[src/rtl/lsu_hs_pkg.sv]
// Shared constants and state type for the handshaked load/store unit.
// Instruction layout: [15:14] class, [13:12] mode, [11:10] register, [9:0] address.
package lsu_pkg;

  localparam logic [1:0] CLASS_MEM  = 2'b01;
  localparam logic [1:0] MODE_LOAD  = 2'b00;
  localparam logic [1:0] MODE_STORE = 2'b01;

  localparam int unsigned CLASS_LO = 14;
  localparam int unsigned MODE_LO  = 12;
  localparam int unsigned REG_LO   = 10;
  localparam int unsigned ADDR_HI  = 9;

  typedef enum logic [1:0] {
    IDLE = 2'd0,
    REQ  = 2'd1,
    RESP = 2'd2
  } lsu_state_t;

endpackage

[src/rtl/lsu_hs_if.sv]
// Point-to-point memory port: valid/ack request from the LSU (master) to memory (slave).
interface lsu_hs_if #(
  parameter int unsigned DATA_W = 8,
  parameter int unsigned ADDR_W = 16
);

  logic              mem_req;
  logic              mem_we;
  logic [ADDR_W-1:0] mem_addr;
  logic [DATA_W-1:0] mem_wdata;
  logic [DATA_W-1:0] mem_rdata;
  logic              mem_ack;

  modport master (
    output mem_req, mem_we, mem_addr, mem_wdata,
    input  mem_rdata, mem_ack
  );

  modport slave (
    input  mem_req, mem_we, mem_addr, mem_wdata,
    output mem_rdata, mem_ack
  );

endinterface

[src/rtl/lsu_hs_timeout_ctr.sv]
// Wait-state counter for an outstanding memory request; o_expired flags the last
// allowed wait cycle so the LSU gives up after exactly TIMEOUT cycles of mem_req.
module lsu_timeout_ctr #(
  parameter int unsigned TIMEOUT = 15
) (
  input  logic clk,
  input  logic rst_n,
  input  logic i_clr,
  input  logic i_en,
  output logic o_expired
);

  localparam int unsigned CntW = $clog2(TIMEOUT + 1);
  localparam logic [CntW-1:0] LastCnt = CntW'(TIMEOUT - 1);

  logic [CntW-1:0] r_count;

  always_ff @(posedge clk or negedge rst_n) begin
    if (!rst_n) begin
      r_count <= '0;
    end else if (i_clr) begin
      r_count <= '0;
    end else if (i_en) begin
      r_count <= r_count + CntW'(1);
    end
  end

  assign o_expired = i_en && (r_count == LastCnt);

endmodule

[src/rtl/lsu_hs.sv]
// Load/store unit: decodes memory instructions, issues a valid/ack memory request with
// timeout, and returns a one-cycle done/err pulse plus a one-hot register write on loads.
module lsu_hs
  import lsu_pkg::*;
#(
  parameter int unsigned DATA_W    = 8,
  parameter int unsigned ADDR_W    = 16,
  parameter int unsigned NUM_REGS  = 4,
  parameter int unsigned INSTR_W   = 16,
  parameter int unsigned BASE_ADDR = 0,
  parameter int unsigned TIMEOUT   = 15
) (
  input  logic                       clk,
  input  logic                       rst_n,
  input  logic                       instr_valid,
  input  logic [INSTR_W-1:0]         instr,
  output logic                       instr_ready,
  input  logic [NUM_REGS*DATA_W-1:0] reg_rdata,
  output logic [NUM_REGS-1:0]        reg_we,
  output logic [DATA_W-1:0]          reg_wdata,
  output logic                       done,
  output logic                       err,
  lsu_hs_if.master                   mem
);

  localparam int unsigned RegW = $clog2(NUM_REGS);

  lsu_state_t        r_state;
  lsu_state_t        w_state_d;
  logic [1:0]        r_mode;
  logic [RegW-1:0]   r_reg_idx;
  logic [ADDR_W-1:0] r_addr;
  logic [DATA_W-1:0] r_wdata;
  logic [DATA_W-1:0] r_rdata;
  logic              r_err;

  logic [1:0]          w_mode;
  logic [RegW-1:0]     w_reg_idx;
  logic                w_mode_ok;
  logic                w_accept;
  logic [ADDR_W-1:0]   w_addr;
  logic [DATA_W-1:0]   w_reg_sel;
  logic                w_in_req;
  logic                w_expired;
  logic                w_leave_req;
  logic                w_load_ok;
  logic [NUM_REGS-1:0] w_reg_onehot;

  assign w_mode    = instr[MODE_LO +: 2];
  assign w_reg_idx = instr[REG_LO +: RegW];
  assign w_mode_ok = (w_mode == MODE_LOAD) || (w_mode == MODE_STORE);
  assign w_accept  = (r_state == IDLE) && instr_valid && (instr[CLASS_LO +: 2] == CLASS_MEM);
  // Address arithmetic is done at ADDR_W so BASE_ADDR + field wraps naturally.
  assign w_addr    = ADDR_W'(BASE_ADDR) + ADDR_W'(instr[ADDR_HI:0]);

  always_comb begin
    w_reg_sel = '0;
    for (int i = 0; i < NUM_REGS; i++) begin
      if (w_reg_idx == RegW'(i)) begin
        w_reg_sel = reg_rdata[i*DATA_W +: DATA_W];
      end
    end
  end

  assign w_in_req    = (r_state == REQ);
  assign w_leave_req = w_in_req && (mem.mem_ack || w_expired);

  lsu_timeout_ctr #(
    .TIMEOUT (TIMEOUT)
  ) u_timeout_ctr (
    .clk       (clk),
    .rst_n     (rst_n),
    .i_clr     (!w_in_req || w_leave_req),
    .i_en      (w_in_req),
    .o_expired (w_expired)
  );

  always_comb begin
    w_state_d = r_state;
    unique case (r_state)
      IDLE: begin
        if (w_accept) begin
          w_state_d = w_mode_ok ? REQ : RESP;
        end
      end
      REQ: begin
        if (w_leave_req) begin
          w_state_d = RESP;
        end
      end
      RESP:    w_state_d = IDLE;
      default: w_state_d = IDLE;
    endcase
  end

  always_ff @(posedge clk or negedge rst_n) begin
    if (!rst_n) begin
      r_state   <= IDLE;
      r_mode    <= '0;
      r_reg_idx <= '0;
      r_addr    <= '0;
      r_wdata   <= '0;
      r_rdata   <= '0;
      r_err     <= 1'b0;
    end else begin
      r_state <= w_state_d;
      if (w_accept) begin
        r_mode    <= w_mode;
        r_reg_idx <= w_reg_idx;
        r_addr    <= w_addr;
        r_wdata   <= w_reg_sel;
        r_err     <= !w_mode_ok;
      end else if (w_in_req) begin
        // Ack wins over a coincident timeout.
        if (mem.mem_ack) begin
          if (r_mode == MODE_LOAD) begin
            r_rdata <= mem.mem_rdata;
          end
        end else if (w_expired) begin
          r_err <= 1'b1;
        end
      end else if (r_state == RESP) begin
        r_err <= 1'b0;
      end
    end
  end

  always_comb begin
    w_reg_onehot = '0;
    for (int i = 0; i < NUM_REGS; i++) begin
      w_reg_onehot[i] = (r_reg_idx == RegW'(i));
    end
  end

  assign instr_ready   = (r_state == IDLE);
  assign done          = (r_state == RESP);
  assign err           = done && r_err;
  assign w_load_ok     = done && !r_err && (r_mode == MODE_LOAD);
  assign reg_we        = w_load_ok ? w_reg_onehot : '0;
  assign reg_wdata     = r_rdata;

  assign mem.mem_req   = w_in_req;
  assign mem.mem_we    = w_in_req && (r_mode == MODE_STORE);
  assign mem.mem_addr  = r_addr;
  assign mem.mem_wdata = r_wdata;

endmodule
[src/flat_wrapper.sv]
// flat-port wrapper written by rule: the top's interface ports become plain ports
module lsu_hs_flat import lsu_pkg::*;
#(
  parameter int unsigned DATA_W    = 8,
  parameter int unsigned ADDR_W    = 16,
  parameter int unsigned NUM_REGS  = 4,
  parameter int unsigned INSTR_W   = 16,
  parameter int unsigned BASE_ADDR = 0,
  parameter int unsigned TIMEOUT   = 15
)
  (clk, rst_n, instr_valid, instr, instr_ready, reg_rdata, reg_we, reg_wdata, done, err, mem_mem_req, mem_mem_we, mem_mem_addr, mem_mem_wdata, mem_mem_rdata, mem_mem_ack);
  lsu_hs_if #(.DATA_W(DATA_W), .ADDR_W(ADDR_W)) mem_i ();
  input  logic clk;
  input  logic rst_n;
  input  logic instr_valid;
  input  logic [INSTR_W-1:0] instr;
  output logic instr_ready;
  input  logic [NUM_REGS*DATA_W-1:0] reg_rdata;
  output logic [NUM_REGS-1:0] reg_we;
  output logic [DATA_W-1:0] reg_wdata;
  output logic done;
  output logic err;
  output wire logic [$bits(mem_i.mem_req)-1:0] mem_mem_req;
  output wire logic [$bits(mem_i.mem_we)-1:0] mem_mem_we;
  output wire logic [$bits(mem_i.mem_addr)-1:0] mem_mem_addr;
  output wire logic [$bits(mem_i.mem_wdata)-1:0] mem_mem_wdata;
  input wire logic [$bits(mem_i.mem_rdata)-1:0] mem_mem_rdata;
  input wire logic [$bits(mem_i.mem_ack)-1:0] mem_mem_ack;
  assign mem_mem_req = mem_i.mem_req;
  assign mem_mem_we = mem_i.mem_we;
  assign mem_mem_addr = mem_i.mem_addr;
  assign mem_mem_wdata = mem_i.mem_wdata;
  assign mem_i.mem_rdata = mem_mem_rdata;
  assign mem_i.mem_ack = mem_mem_ack;
  lsu_hs #(.DATA_W(DATA_W), .ADDR_W(ADDR_W), .NUM_REGS(NUM_REGS), .INSTR_W(INSTR_W), .BASE_ADDR(BASE_ADDR), .TIMEOUT(TIMEOUT)) u_core (.clk(clk), .rst_n(rst_n), .instr_valid(instr_valid), .instr(instr), .instr_ready(instr_ready), .reg_rdata(reg_rdata), .reg_we(reg_we), .reg_wdata(reg_wdata), .done(done), .err(err), .mem(mem_i));
endmodule
[config.mk]
export PLATFORM = sky130hd
export DESIGN_NAME = lsu_hs_flat
export DESIGN_NICKNAME = d
export VERILOG_FILES = /design/src/rtl/lsu_hs_pkg.sv /design/src/rtl/lsu_hs_if.sv /design/src/rtl/lsu_hs_timeout_ctr.sv /design/src/rtl/lsu_hs.sv /design/src/flat_wrapper.sv
export SDC_FILE = /design/constraint.sdc
export NUM_CORES = 1
export LEC_CHECK = 0
export ABC_CLOCK_PERIOD_IN_PS = 1800
export CAP_MARGIN = 20
export CORE_MARGIN = 2
export CORE_UTILIZATION = 38
export DETAILED_ROUTE_END_ITERATION = 6
export GPL_ROUTABILITY_DRIVEN = 0
export PLACE_DENSITY_LB_ADDON = 0.08
export SLEW_MARGIN = 30
export SYNTH_ARGS = -nofsm -noshare
export SYNTH_HDL_FRONTEND = slang
export SYNTH_SLANG_ARGS = --single-unit
[constraint.sdc]
create_clock -name clk -period 1.8 [get_ports clk]
set_clock_uncertainty 0.05 [all_clocks]
set_input_delay 0.45 -clock clk [delete_from_list [all_inputs] [get_ports clk]]
set_output_delay 0.45 -clock clk [all_outputs]
set_load 0.02 [all_outputs]
After elaboration in Yosys (flattened, before gate mapping)
Index checks and enable logic that the tools add are counted.
Widths: inputs -> output; s select.
{"block": "totals", "elab_cells": 66, "in_bits": 60, "register_bits": 37}
{"block": "classes", "muxes": 16, "eq_ne": 16, "bitwise_logic": 1, "add_sub_neg": 1, "reduce_logical": 24}
{"operator": "$mux 8", "n": 4}
{"operator": "$eq 2x1->1 const B", "n": 6}
{"operator": "$mux 4", "n": 3}
{"operator": "$eq 2x2->1 const B", "n": 5}
{"operator": "$logic_not 2->1", "n": 5}
{"operator": "$logic_and 1x1->1", "n": 8}
{"operator": "$mux 2", "n": 3}
{"operator": "$mux 1", "n": 5}
{"operator": "$add 4x1->4 const B", "n": 1}
{"operator": "$eq 4x4->1 const B", "n": 1}
{"operator": "$ne 2x1->1 const B", "n": 2}
{"operator": "$pmux 2 s2", "n": 1}
{"operator": "$reduce_and 4->1", "n": 1}
{"operator": "$logic_not 1->1", "n": 3}
{"operator": "$logic_or 1x1->1", "n": 3}
{"operator": "$ne 3x1->1 const B", "n": 1}
{"operator": "$ne 3x2->1 const B", "n": 1}
{"operator": "$reduce_and 3->1", "n": 1}
{"operator": "$reduce_bool 3->1", "n": 1}
{"operator": "$reduce_and 2->1", "n": 1}
{"operator": "$reduce_bool 2->1", "n": 1}
{"operator": "$not 1->1", "n": 1}

Logic depth before layout (Yosys ltp)
Gate-level depths: netlist (run 1).
{"block": "depth", "depth_word": 6, "mapped_depth": 5, "ltp_nobuf": 5}

Hierarchy
Synthesis (run 1) repeated with hierarchy kept, for this count alone.
{"block": "unflattened", "cells_unflattened": 134, "hier_area_um2": 1896.8}
{"module": "lsu_hs", "area_each_um2": 1674.1, "instances": 1, "cells_per_inst": 114}
{"module": "lsu_timeout_ctr", "area_each_um2": 222.7, "instances": 1, "cells_per_inst": 20}

Worst setup path after synthesis (run 1)
No wires, ideal clock.
{"block": "synth_path", "path_kind": "register to output", "start": "register u_core.r_state[0]", "end": "output reg_we[0]", "setup_slack_ps": -233, "required_ps": 1300, "path_stages_with_launch": 4, "arrival_ps": 1533, "n_path_buf": 0, "cell_sequence": "dfrtp_1 > nand2b_1 > or4_1 > nor3_1"}
{"block": "synth_between", "elab_chain_cells": 4}
{"item": "start, declared", "line_no": "lsu_hs.sv:28", "rtl": "lsu_state_t r_state;"}
{"item": "start signal, assigned", "line_no": "lsu_hs.sv:106", "rtl": "r_state <= w_state_d;"}
{"item": "$eq 2x2->1", "line_no": "lsu_hs.sv:136", "rtl": "assign done = (r_state == RESP);"}
{"item": "$logic_and 1x1->1 (2 in series)", "line_no": "lsu_hs.sv:138", "rtl": "assign w_load_ok = done && !r_err && (r_mode == MODE_LOAD);"}
{"item": "$mux 4", "line_no": "lsu_hs.sv:139", "rtl": "assign reg_we = w_load_ok ? w_reg_onehot : '0;"}
{"item": "end, declared", "line_no": "flat_wrapper.sv:19", "rtl": "output logic [NUM_REGS-1:0] reg_we;"}
Every way passes these cells.

Worst setup path after layout (run 1)
{"block": "layout_path", "start": "register u_core.r_state[0]", "end": "output reg_we[1]"}
Same word-level chain as after synthesis.

==> impl_metrics.toml, run 1 <==
[worst_setup_path]
critPathLaunchType = "register"
reg2reg_slack_ns = 0.07
cp.arrival_ns = 1.61
path_class = "reg -> out"
worstPathMaxFanout = 4
critPathCaptureType = "primary output"
worst-endpoint-required_ns = 1.30

[sta]
fin_ws_ns = -0.3102
finalSetupViolations = 5
fin_crit_ns = 2.110
grt_setup_unrepaired = "yes"
period_share_pct = 117.2
fmax_mhz = 473.9
tns_ns = -1.179
finalHoldViolations = 0
maxSlewViolCount = 0

[place]
post-dp-hpwl_mm = 3.660
dp_cells = 287
place_ws_ns = -0.5083
numPortBuffers = 94

[yosys]
synth-seq-cells = 37
synth_warnings = 0
synth_seq_area_share_pct = 52.45
avgSynthCellArea_um2 = 14.12
synth_top_area_cell = "dfrtp_1"
synth_area_mm2 = 0.001765
synth_cells = 125
synth_top_area_share_pct = 52.45
yosys-top-cells-area = "dfrtp_1 (52%), mux2_2 (19%), mux4_2 (10%), buf_4 (2.6%), nor3_1 (1.7%)"
synth_cell_type_count = 30

[cts]
clock-sinks = 37
cts_buffers = 5
insertion_delay_ns = 0.28
cts_buffer_depth = 2
h-tree-depth = 2
clockRootBuffer = "clkbuf_8"
clk_pin_slew_ns = 0.07
cts_tree = "done"

[layout]
layout_common_cells = "clkdlybuf4s50_1 (73), dfrtp_1 (37), mux2_2 (22)"
fin_cells = 296
final_util_pct = 70.21
area_growth_pct = 75.55
antenna_cells = 0
num-nets-final = 305
fill_cells = 305
drive_above_1_share_pct = 35.66
layout_commonest_cell = "clkdlybuf4s50_1"

[global_route]
busiest_layer = "met2"
grt.total_usage_pct = 18.89
globalRouteMet3Util_pct = 5.694
grt_max_degree = 38
grt_antenna_before_repair = 0
grt_pass1_vias = 1534
use_met2_pct = 32.82
grt_pass1_wl_mm = 7.438
gr-total-overflow = 0
gr-usage-met1_pct = 22.29

[status]
outcome = "finished with violations"
failed_checks = "negative setup slack"

[drt]
ant_nets = 0
via_per_inst = 4.956
vias = 1467
drc = 0
first_pass_iters = 4
routedWlPerCell_um = 15.43
totalWireLength_mm = 4.567
dr.first_iter.drc_count = 97

[floorplanning]
core.rowCount = 24
core_area_mm2 = 0.004414
initial_utilization_pct = 39.99
die-area_mm2 = 0.005207
die_h_um = 72.16
die_w_um = 72.16
num_io_pins = 101

[power]
power.density_mw_per_mm2 = 994.4
netSwitchingPower_mw = 0.9863
leakage_nw = 1.448
sw_frac_of_total_pct = 32.01
seqPwrFrac_pct = 38.7
power.share.clock_pct = 17.5
p_int_mw = 2.095
power_frac_comb_pct = 43.8
ir_worst_vdd_mv = 0.4505

[flow_run]
drv_cap = 0

[worst_hold_path]
hp-class = "in -> async"
[synth_stat cells]
library cell	number
a21boi_0	1
a31oi_1	1
nand2b_1	1
mux4_2	8
or4_1	1
nor4bb_1	1
nor3b_1	1
nor2_1	7
inv_1	6
clkbuf_2	1
or3_1	1
a211oi_1	1
o21ai_0	1
dfrtp_1	37
ha_1	2
buf_1	1
nand3_1	1
nand2_1	1
a22oi_1	1
nor3_1	6
mux2_2	30
nor4b_4	1
and3_1	1
and3b_1	1
buf_2	2
buf_4	6
xnor2_1	1
xor2_1	1
nand2b_4	1
conb_1	1
[through the flow]
stage / hold slack (ns) / power [mW] / cell area (um2)
final: 0.1455 / 3.082 / 3099
after global routing: 0.1749 / 3.261 / 3099
after CTS: 0.1540 / 3.090 / 3050
after detailed placement: 0.4365 / 2.529 / 2940
after global placement: 0.4164 / 2.473 / 2940
after floorplan: 0.1044 / 1.794 / 1833
[worst paths after layout]
kind / startpoint / to / cells past startpoint
setup / recovery: u_core.r_state[0]$_DFFE_PN0P_ / reg_we[1] / 4
hold / removal: rst_n / u_core.reg_wdata[6]$_DFFE_PN0P_ / 2
setup reg to reg: u_core.r_state[1]$_DFFE_PN0P_ / u_core.reg_wdata[3]$_DFFE_PN0P_ / 6
hold reg to reg: u_core.u_timeout_ctr.r_count[0]$_DFFE_PN0P_ / u_core.u_timeout_ctr.r_count[0]$_DFFE_PN0P_ / 1
max in group asynchronous: rst_n / u_core.mem.mem_wdata[5]$_DFFE_PN0P_ / 2
min in group clk: u_core.u_timeout_ctr.r_count[0]$_DFFE_PN0P_ / u_core.u_timeout_ctr.r_count[0]$_DFFE_PN0P_ / 1
[registers in the layout, indices dropped and copies added (netlist names)]
register,flops
u_core.r_err,1
u_core.r_reg_idx,2
u_core.r_state,2
u_core.reg_wdata,8
u_core.mem.mem_wdata,8
u_core.r_mode,2
u_core.mem.mem_addr,10
u_core.u_timeout_ctr.r_count,4
[worst max-delay path, cell delays in order, from the launching register on]
cell      delay (ns)
dfrtp_1         0.38
nand2b_4        0.14
or4_4           0.50
nor3_4          0.17
buf_6           0.14
[power by group through the flow]
stage	Clock (mW)	Combinational, mW	Sequential [mW]
5_1_grt	0.613	1.43	1.22
2_1_floorplan	0	0.334	1.46
6_report	0.539	1.35	1.19
3_5_place_dp	0	1.33	1.20
4_1_cts	0.563	1.33	1.19
3_3_place_gp	0	1.29	1.18
[kinds of logic after synthesis]
| family | after synthesis | share of synthesized area (%) |
|---|---|---|
| other | 1 | 0.2124 |
| buffers and inverters | 16 | 4.889 |
| muxes | 38 | 29.34 |
| and+or+nand+nor | 24 | 8.789 |
| adders and majority gates | 2 | 1.417 |
| xor gates and xnor gates | 2 | 0.9924 |
| DFF | 37 | 52.45 |
| AOI/OAI and AO/OA | 5 | 1.914 |
[area by class of cell]
type	count	area [um2]	area share (%)
clock inverters	2	10.01	0.3230
flip-flops and latches	37	925.9	29.87
well taps	52	65.06	2.099
repair buffers	116	1137	36.70
clock buffers	6	72.57	2.342
multi-input cells	77	863.3	27.86
inverters	6	25.02	0.8074
[what timing repair did]
| action | in CTS | in global routing |
|---|---|---|
| setup buffers | 1 | 1 |
| pin swaps | 3 | 3 |
| hold buffers | 0 | 0 |
| gates cloned | 0 | 0 |
| gates resized for setup | 52 | 22 |
| endpoints found under the setup margin | 10 | 25 |
[metal layers]
layer | wire length [um] | share of wire [%]
met3 | 418 | 9.2
met1 | 1782 | 39
met5 | 0 | 0
met4 | 59 | 1.3
met2 | 2307 | 51
No activity file was read; power rests on OpenSTA's default activity.
==> run 2, diff against run 1 <==
--- a/config.mk
+++ b/config.mk
@@ -9,6 +9,7 @@
 export CAP_MARGIN = 20
 export CORE_MARGIN = 2
 export CORE_UTILIZATION = 38
+export CTS_CLUSTER_SIZE = 16
 export DETAILED_ROUTE_END_ITERATION = 6
 export GPL_ROUTABILITY_DRIVEN = 0
 export PLACE_DENSITY_LB_ADDON = 0.08
==> results of run 2 <==
Same layout as run 1: the final DEF is identical, and so are final timing and power.
